File: config.mk
export PLATFORM = sky130hd
export DESIGN_NAME = ebus_diag_reader
export DESIGN_NICKNAME = d
export VERILOG_FILES = /design/src/rtl/edp_diag_pkg.sv /design/src/rtl/ebus_diag_reader.sv
export SDC_FILE = /design/constraint.sdc
export NUM_CORES = 1
export LEC_CHECK = 0
export CELL_PAD_IN_SITES_DETAIL_PLACEMENT = 1
export CELL_PAD_IN_SITES_GLOBAL_PLACEMENT = 1
export CORE_MARGIN = 5
export CORE_UTILIZATION = 30
export DETAILED_ROUTE_END_ITERATION = 8
export PLACE_DENSITY = 0.9
export SETUP_SLACK_MARGIN = 0.2
export SLEW_MARGIN = 5
export SYNTH_ARGS = -nofsm -noshare
export SYNTH_HDL_FRONTEND = slang
export SYNTH_SLANG_ARGS = --single-unit
File: constraint.sdc
create_clock -name clk -period 1.6 [get_ports clk]
set_input_delay 0.16 -clock clk [delete_from_list [all_inputs] [get_ports clk]]
set_output_delay 0.16 -clock clk [all_outputs]
set_load 0.05 [all_outputs]
File: src/rtl/edp_diag_pkg.sv
// Shared EBUS diagnostic definitions: read-function code, source codes,
// reader state encoding and the diag word builder.
package edp_diag_pkg;

  localparam logic [3:0] DIAG_READ_FUNC = 4'b0101;

  localparam logic [2:0] SRC_AR  = 3'd0;
  localparam logic [2:0] SRC_BR  = 3'd1;
  localparam logic [2:0] SRC_MQ  = 3'd2;
  localparam logic [2:0] SRC_FM  = 3'd3;
  localparam logic [2:0] SRC_BRX = 3'd4;
  localparam logic [2:0] SRC_ARX = 3'd5;
  localparam logic [2:0] SRC_ADX = 3'd6;
  localparam logic [2:0] SRC_AD  = 3'd7;

  typedef enum logic [1:0] {
    ST_IDLE  = 2'd0,
    ST_DRIVE = 2'd1,
    ST_RESP  = 2'd2
  } state_t;

  // diag[0:3] = read function, diag[4:6] = source, diag[7:8] = 0
  function automatic logic [0:8] diag_word(input logic [2:0] src);
    return {DIAG_READ_FUNC, src, 2'b00};
  endfunction

endpackage

File: src/rtl/ebus_diag_reader.sv
// Reads one or all eight data-path sources over EBUS via the diag function,
// waiting SETTLE cycles before sampling and returning each word by handshake.
module ebus_diag_reader
  import edp_diag_pkg::*;
#(
  parameter int unsigned SETTLE = 2
) (
  input  logic        clk,
  input  logic        reset,
  input  logic        reqValid,
  output logic        reqReady,
  input  logic        reqScan,
  input  logic [0:2]  reqSel,
  input  logic        abort,
  input  logic [0:35] ebusD,
  output logic [0:8]  diag,
  output logic        diagReadFunc12X,
  output logic        rspValid,
  input  logic        rspReady,
  output logic [0:35] rspData,
  output logic [0:2]  rspSel,
  output logic        rspLast,
  output logic        busy
);

  localparam logic [3:0] SETTLE_CNT = SETTLE[3:0];

  state_t     state;
  logic       scan;
  logic [2:0] src;
  logic [3:0] cnt;

  always_ff @(posedge clk) begin
    if (reset) begin
      state           <= ST_IDLE;
      scan            <= 1'b0;
      src             <= '0;
      cnt             <= '0;
      reqReady        <= 1'b1;
      busy            <= 1'b0;
      diag            <= '0;
      diagReadFunc12X <= 1'b0;
      rspValid        <= 1'b0;
      rspData         <= '0;
      rspSel          <= '0;
      rspLast         <= 1'b0;
    end else begin
      case (state)
        ST_IDLE: begin
          if (reqValid) begin
            scan            <= reqScan;
            src             <= reqScan ? SRC_AR : reqSel;
            cnt             <= SETTLE_CNT;
            diag            <= diag_word(reqScan ? SRC_AR : reqSel);
            diagReadFunc12X <= 1'b1;
            reqReady        <= 1'b0;
            busy            <= 1'b1;
            state           <= ST_DRIVE;
          end
        end

        ST_DRIVE: begin
          if (abort) begin
            state           <= ST_IDLE;
            cnt             <= '0;
            diag            <= '0;
            diagReadFunc12X <= 1'b0;
            reqReady        <= 1'b1;
            busy            <= 1'b0;
          end else begin
            cnt <= cnt - 4'd1;
            if (cnt == 4'd1) begin
              rspData         <= ebusD;
              rspSel          <= src;
              rspLast         <= !scan || (src == SRC_AD);
              rspValid        <= 1'b1;
              diag            <= '0;
              diagReadFunc12X <= 1'b0;
              state           <= ST_RESP;
            end
          end
        end

        ST_RESP: begin
          // abort takes priority: a word offered with rspReady is dropped
          if (abort) begin
            state    <= ST_IDLE;
            cnt      <= '0;
            rspValid <= 1'b0;
            reqReady <= 1'b1;
            busy     <= 1'b0;
          end else if (rspReady) begin
            rspValid <= 1'b0;
            if (rspLast) begin
              state    <= ST_IDLE;
              reqReady <= 1'b1;
              busy     <= 1'b0;
            end else begin
              src             <= src + 3'd1;
              cnt             <= SETTLE_CNT;
              diag            <= diag_word(src + 3'd1);
              diagReadFunc12X <= 1'b1;
              state           <= ST_DRIVE;
            end
          end
        end

        default: begin
          state           <= ST_IDLE;
          cnt             <= '0;
          diag            <= '0;
          diagReadFunc12X <= 1'b0;
          rspValid        <= 1'b0;
          reqReady        <= 1'b1;
          busy            <= 1'b0;
        end
      endcase
    end
  end

endmodule

# Word level (Yosys, flattened, before mapping)
# Cells that the tools add are included.
# word_totals
ff_bits	63
in_bits	45
out_inout_bits	53
wordCells	92
# op_classes
add_sub_neg	2
n_eq_ne	15
n_mux	49
bitwise_logic	2
reduce_logical	12
# op_table
cell	count
9-bit 2-to-1 mux	6
9-bit case mux with 3 select lines	1
1-bit 2-to-1 mux	20
4-bit 2-to-1 mux	5
3-bit 2-to-1 mux	5
2-bit != test, second input constant	7
3-bit != test, second input constant	4
1-bit case mux with 3 select lines	4
4-bit case mux with 3 select lines	1
2-bit 2-to-1 mux	5
5-bit AND reduction	2
3-bit AND reduction	3
4-bit AND reduction	2
2-bit case mux with 3 select lines	1
3-bit case mux with 2 select lines	1
4-bit by 1-bit equality test with 1-bit output, second input constant	1
4-bit by 1-bit subtractor with 4-bit output, second input constant	1
3-bit by 1-bit adder with 3-bit output, second input constant	1
3-bit equality test, second input constant	1
2-bit by 1-bit equality test with 1-bit output, second input constant	1
2-bit equality test, second input constant	1
2-bit logical NOT	1
1-bit NOT	2
2-bit AND reduction	1
other kinds (3)	3

# Logic depth before layout (Yosys ltp)
# logic_depth
word_depth	5
mapped_depth	8
ltp_nobuf	6

# Least setup slack after synthesis
# No wires, ideal clock.
# synth_path
path_kind	register -> register
startpoint	register rspLast
endpoint	register cnt[2]
setup_ns	0.074
arrival_ns	1.494
t_required_ns	1.526
path_slack_ns	0.032
stages_incl_launch_ff	5
synth_period_minus_slack_ns	1.568
cell_sequence	dfxtp_1 -> nand2b_1 -> a31oi_1 -> or3b_1 -> a31oi_1
# synth_via
elab_chain_cells	2
# synth_rtl
element	line_no	text
from (decl)	ebus_diag_reader.sv:22	output logic rspLast,
from (signal assigned)	ebus_diag_reader.sv:75	rspLast <= !scan || (src == SRC_AD);
3-bit != test (no source line)	-	
3-bit AND reduction (no source line)	-	
to (signal assigned)	ebus_diag_reader.sv:71	cnt <= cnt - 4'd1;
to (decl)	ebus_diag_reader.sv:31	logic [3:0] cnt;
# No other way between the ends.
# A chain may end at the register's enable or synchronous reset.

# Worst setup path after layout
# layout_path
startpoint	register cnt[1]
endpoint	register diag[5] (netlist name)
# layout_via
elab_chain_cells	3
# layout_rtl
element	line_no	text
4-bit by 1-bit equality test with 1-bit output	ebus_diag_reader.sv:72	if (cnt == 4'd1) begin
3-bit != test (no source line)	-	
5-bit AND reduction (no source line)	-	
to (signal assigned)	ebus_diag_reader.sv:54	diag <= diag_word(reqScan ? SRC_AR : reqSel);
to (signal assigned)	ebus_diag_reader.sv:101	diag <= diag_word(src + 3'd1);
to (decl)	ebus_diag_reader.sv:16	output logic [0:8] diag,
# No other way between the ends.

==> flow_results.xml <==
<?xml version="1.0" encoding="UTF-8"?>
<metrics>
  <group name="pwr">
    <metric name="p_leak" unit="uW">0.00165</metric>
    <metric name="power.share.switching" unit="">0.288</metric>
    <metric name="power.internal" unit="uW">2630</metric>
    <metric name="power_density" unit="mW/mm2">897</metric>
    <metric name="vdd.ir_drop.worst" unit="uV">466</metric>
    <metric name="p_seq_frac" unit="">0.414</metric>
    <metric name="combinationalPowerShare" unit="">0.220</metric>
    <metric name="power.share.clock" unit="">0.365</metric>
    <metric name="power.switching" unit="uW">1060</metric>
  </group>
  <group name="routing">
    <metric name="drt_first_pass_iters" unit="">4</metric>
    <metric name="wl" unit="mm">9.13</metric>
    <metric name="drt.antenna.violating_nets" unit="">0</metric>
    <metric name="drt-met1-wl" unit="mm">3.63</metric>
    <metric name="dr_wl_met3" unit="um">505</metric>
    <metric name="via_per_inst" unit="">4.88</metric>
    <metric name="drt_drc_violations_left" unit="">0</metric>
    <metric name="vias" unit="">2538</metric>
    <metric name="wl_per_cell" unit="um">17.6</metric>
    <metric name="drt_iter0_drc" unit="">46</metric>
    <metric name="met2_wirelength" unit="mm">4.82</metric>
    <metric name="topRoutingLayerUsed" unit="">met4</metric>
  </group>
  <group name="floorplan">
    <metric name="floorplan.rows" unit="">32</metric>
    <metric name="fp.dieH" unit="um">99.3</metric>
    <metric name="core_region" unit="mm2">0.00777</metric>
    <metric name="starting_density_of_the_core" unit="">0.308</metric>
    <metric name="die_area" unit="mm2">0.00986</metric>
    <metric name="floorplan.die.width" unit="um">99.3</metric>
    <metric name="floorplan.io_pins" unit="">98</metric>
  </group>
  <group name="placed_design">
    <metric name="detailedPlacementHpwl" unit="mm">5.29</metric>
    <metric name="input_output_buffers" unit="">93</metric>
    <metric name="gp_routability_congestion" unit="">0.829</metric>
    <metric name="dpl_cell_area" unit="mm2">0.00332</metric>
    <metric name="place.detailed.instances" unit="">482</metric>
  </group>
  <group name="yosys">
    <metric name="warning_count_from_the_yosys_run" unit="">0</metric>
    <metric name="yosysTopAreaCell" unit="">dfxtp_1</metric>
    <metric name="ys_types" unit="">41</metric>
    <metric name="yosys-top-cells-count" unit="">nand2_1, dfxtp_1, a21oi_1</metric>
    <metric name="yosys.cell_count.top_type" unit="">nand2_1</metric>
    <metric name="number_of_enable_flip_flop_cells_after_synthesis" unit="">0</metric>
    <metric name="synth_sequential_area_ratio" unit="">0.477</metric>
    <metric name="synth-async-reset-ratio" unit="">0</metric>
    <metric name="synth.area.top_cells" unit="">dfxtp_1, nand2_1, a21oi_1, buf_4, nor2_1</metric>
    <metric name="fraction_of_synthesized_cell_area_taken_by_the_top_area_cell_type" unit="">0.477</metric>
    <metric name="syn-cell-area" unit="mm2">0.00239</metric>
    <metric name="synth_instances" unit="">294</metric>
    <metric name="synth-main-ff-cell" unit="">dfxtp_1</metric>
    <metric name="synth.avg_cell_area" unit="um2">8.14</metric>
    <metric name="ys_ff_latch" unit="">57</metric>
  </group>
  <group name="hold_path">
    <metric name="min_delay_path_class" unit="">input pin to flop</metric>
    <metric name="worstHoldPathCells" unit="">3</metric>
  </group>
  <group name="status">
    <metric name="violations" unit="">negative setup slack</metric>
    <metric name="outcome" unit="">complete, but fails checks</metric>
  </group>
  <group name="clock_tree">
    <metric name="cts.sink_count" unit="">57</metric>
    <metric name="clk_path_buf_depth" unit="">2</metric>
    <metric name="worst_setup_hold_path_clk_slew" unit="ps">60</metric>
    <metric name="cts.hold.buffers_added" unit="">0</metric>
    <metric name="tritoncts" unit="">built</metric>
    <metric name="clock_network_latency_to_the_later_pin_of_the_worst_skew_pair" unit="ps">330</metric>
    <metric name="htree_levels" unit="">3</metric>
    <metric name="cts.root.buffer_cell" unit="">clkbuf_8</metric>
    <metric name="tritoncts.num_buffers" unit="">9</metric>
  </group>
  <group name="finish">
    <metric name="final_standard_cell_count_with_taps_included_and_fillers_excluded" unit="">520</metric>
    <metric name="stdcell_area" unit="mm2">0.00412</metric>
    <metric name="postLayoutCoreUtil" unit="">0.531</metric>
    <metric name="diodes" unit="">0</metric>
    <metric name="flow.area_growth_from_synthesis" unit="%">72.3</metric>
    <metric name="layout-drive-gt1-share" unit="">0.400</metric>
    <metric name="layout.filler_cells" unit="">920</metric>
    <metric name="nets" unit="">463</metric>
  </group>
  <group name="grt">
    <metric name="grt_max_degree" unit="">52</metric>
    <metric name="via_count_of_the_first_global_routing_pass" unit="">2671</metric>
    <metric name="grt_first_pass_wirelength" unit="mm">13.1</metric>
    <metric name="antenna_found_initial" unit="">0</metric>
    <metric name="globalRouteTotalUtil" unit="">0.167</metric>
    <metric name="gr-total-overflow" unit="">0</metric>
  </group>
  <group name="sta">
    <metric name="timing.final.crit_share" unit="">1.02</metric>
    <metric name="max_freq" unit="MHz">615</metric>
    <metric name="min_period" unit="ps">1630</metric>
    <metric name="fin_ws" unit="ps">-25.0</metric>
    <metric name="worst_clock_skew" unit="ps">5.70</metric>
    <metric name="setup_violations" unit="">3</metric>
    <metric name="finalHoldViolCount" unit="">0</metric>
    <metric name="tightest_pin_transition" unit="ps">645</metric>
    <metric name="final_max_slew_viol_count" unit="">0</metric>
    <metric name="relSlewSlack" unit="">0.570</metric>
    <metric name="grt_setup_unrepaired" unit="">true</metric>
  </group>
  <group name="critical_path">
    <metric name="worst_setup_path_end_kind" unit="">flop</metric>
    <metric name="path_class" unit="">flop to flop</metric>
    <metric name="critical_path.startpoint_type" unit="">flop</metric>
    <metric name="worst-endpoint-arrival" unit="ps">1850</metric>
    <metric name="critPathRequiredTime" unit="ps">1820</metric>
    <metric name="regToRegStartpoint" unit="">cnt[1]</metric>
    <metric name="maximum_fanout_encountered_on_the_critical_timing_path" unit="">4</metric>
    <metric name="crit_start" unit="">cnt[1]</metric>
    <metric name="reg2regPathDepth" unit="">7</metric>
    <metric name="timing.reg2reg.setup_slack" unit="ps">-30</metric>
    <metric name="timing.critical_path.to" unit="">diag[5]</metric>
    <metric name="r2r_end" unit="">diag[5]</metric>
  </group>
  <group name="job">
    <metric name="count_of_maximum_capacitance_violations" unit="">0</metric>
  </group>
</metrics>
[cells by family (layout without fill, tap and decap cells)]
group,count (synthesis),after routing,synth area share
flops,57,57,0.477
other cells,1,4,0.00157
buf+inv,32,153,0.0727
simple gates,129,129,0.244
fa+ha+maj,4,4,0.0209
mux,4,4,0.0167
xor+xnor,1,1,0.00366
compound gates,66,66,0.164
[stage by stage]
step | TNS [ps] | hold WS, ps | worst slack, ps | total power (uW)
3_5_place_dp | -316 | 451 | -63.7 | 2190
5_1_grt | -813 | 265 | -123 | 3870
3_3_place_gp | 0 | 442 | 5.12 | 2180
6_report | -63.7 | 262 | -25.0 | 3700
4_1_cts | 0 | 224 | 24.6 | 3630
2_1_floorplan | 0 | 296 | 217 | 1940
[sequential cells by signal (all words and copies together) (netlist names)]
name and count:
state 2, rspSel 3, busy 1, scan 1, rspValid 1, rspData 36, cnt 4, reqReady 1
src 3, rspLast 1, diag 4
[placed cells by master, fill, tap and decap left out, types with 2 or more instances in the layout]
| cell type | synthesis | final |
|---|---|---|
| nor3b_1 | 2 | 2 |
| dfxtp_1 | 57 | 52 |
| nor2_1 | 15 | 13 |
| clkbuf_16 | 0 | 2 |
| mux2i_1 | 4 | 4 |
| nand2_2 | 0 | 21 |
| clkdlybuf4s50_1 | 0 | 42 |
| o21a_1 | 2 | 2 |
| nand2_1 | 84 | 59 |
| nor3_2 | 1 | 2 |
| clkbuf_8 | 0 | 11 |
| o21ai_0 | 4 | 3 |
| nor2b_1 | 5 | 5 |
| dfxtp_4 | 0 | 2 |
| a21oi_1 | 43 | 29 |
| dfxtp_2 | 0 | 3 |
| conb_1 | 1 | 4 |
| clkinv_2 | 0 | 2 |
| buf_16 | 0 | 4 |
| a32o_1 | 2 | 2 |
| ha_1 | 4 | 3 |
| inv_1 | 6 | 5 |
| buf_12 | 0 | 3 |
| a211oi_1 | 2 | 2 |
| nor2_4 | 0 | 2 |
| a21oi_2 | 1 | 14 |
| buf_4 | 11 | 70 |
| a31oi_1 | 4 | 4 |
| nor3_1 | 6 | 5 |
| nand2_4 | 0 | 4 |
| buf_6 | 1 | 8 |
| a21o_1 | 2 | 2 |
| nand3b_1 | 3 | 3 |
| nand2b_4 | 0 | 2 |
[power by group through the flow]
| stage | Combinational [uW] | Clock (uW) | Sequential (uW) |
|---|---|---|---|
| after floorplan | 311 | 0 | 1630 |
| after global placement | 621 | 0 | 1550 |
| after detailed placement | 635 | 0 | 1560 |
| after CTS | 714 | 1390 | 1530 |
| after global routing | 869 | 1460 | 1540 |
| final | 814 | 1350 | 1530 |
[worst min path at each step]
stage	from	end	slack (ps)
2_1_floorplan	reqScan	scan	300
3_3_place_gp	scan	scan	440
3_5_place_dp	reqReady	reqReady	450
4_1_cts	reset	rspValid	220
5_1_grt	reset	rspValid	260
6_report	reset	rspValid	260
[what timing repair did]
item	CTS	global route
setup endpoints to repair	46	53
setup buffers	11	4
pin swaps	13	17
resized for setup	32	54
gates cloned	4	4
[routing by layer]
| metal | track usage | vias up |
|---|---|---|
| met5 | 0 | - |
| met4 | 0.0651 | 0 |
| met3 | 0.0463 | 18 |
| met2 | 0.293 | 80 |
| met1 | 0.191 | 1223 |
| li1 | - | 1217 |
[area by class of cell]
cell class / instances / area (um2) / area share
clock buffer: 12 / 155 / 0.0376
inverter: 6 / 22.5 / 0.00546
multi-input combinational: 208 / 1340 / 0.326
timing repair buffer: 132 / 1280 / 0.311
sequential: 57 / 1150 / 0.280
tap: 102 / 128 / 0.0310
clock inverter: 3 / 40.0 / 0.00971
[worst max-delay path, cell delays in order (launching register included)]
cell      delay [ps]
dfxtp_2          330
inv_2             70
ha_4             120
nor3b_4          200
buf_6            150
nand3b_1         170
o211ai_2         180
a32o_1           300
(Power assumes the default switching activity.)
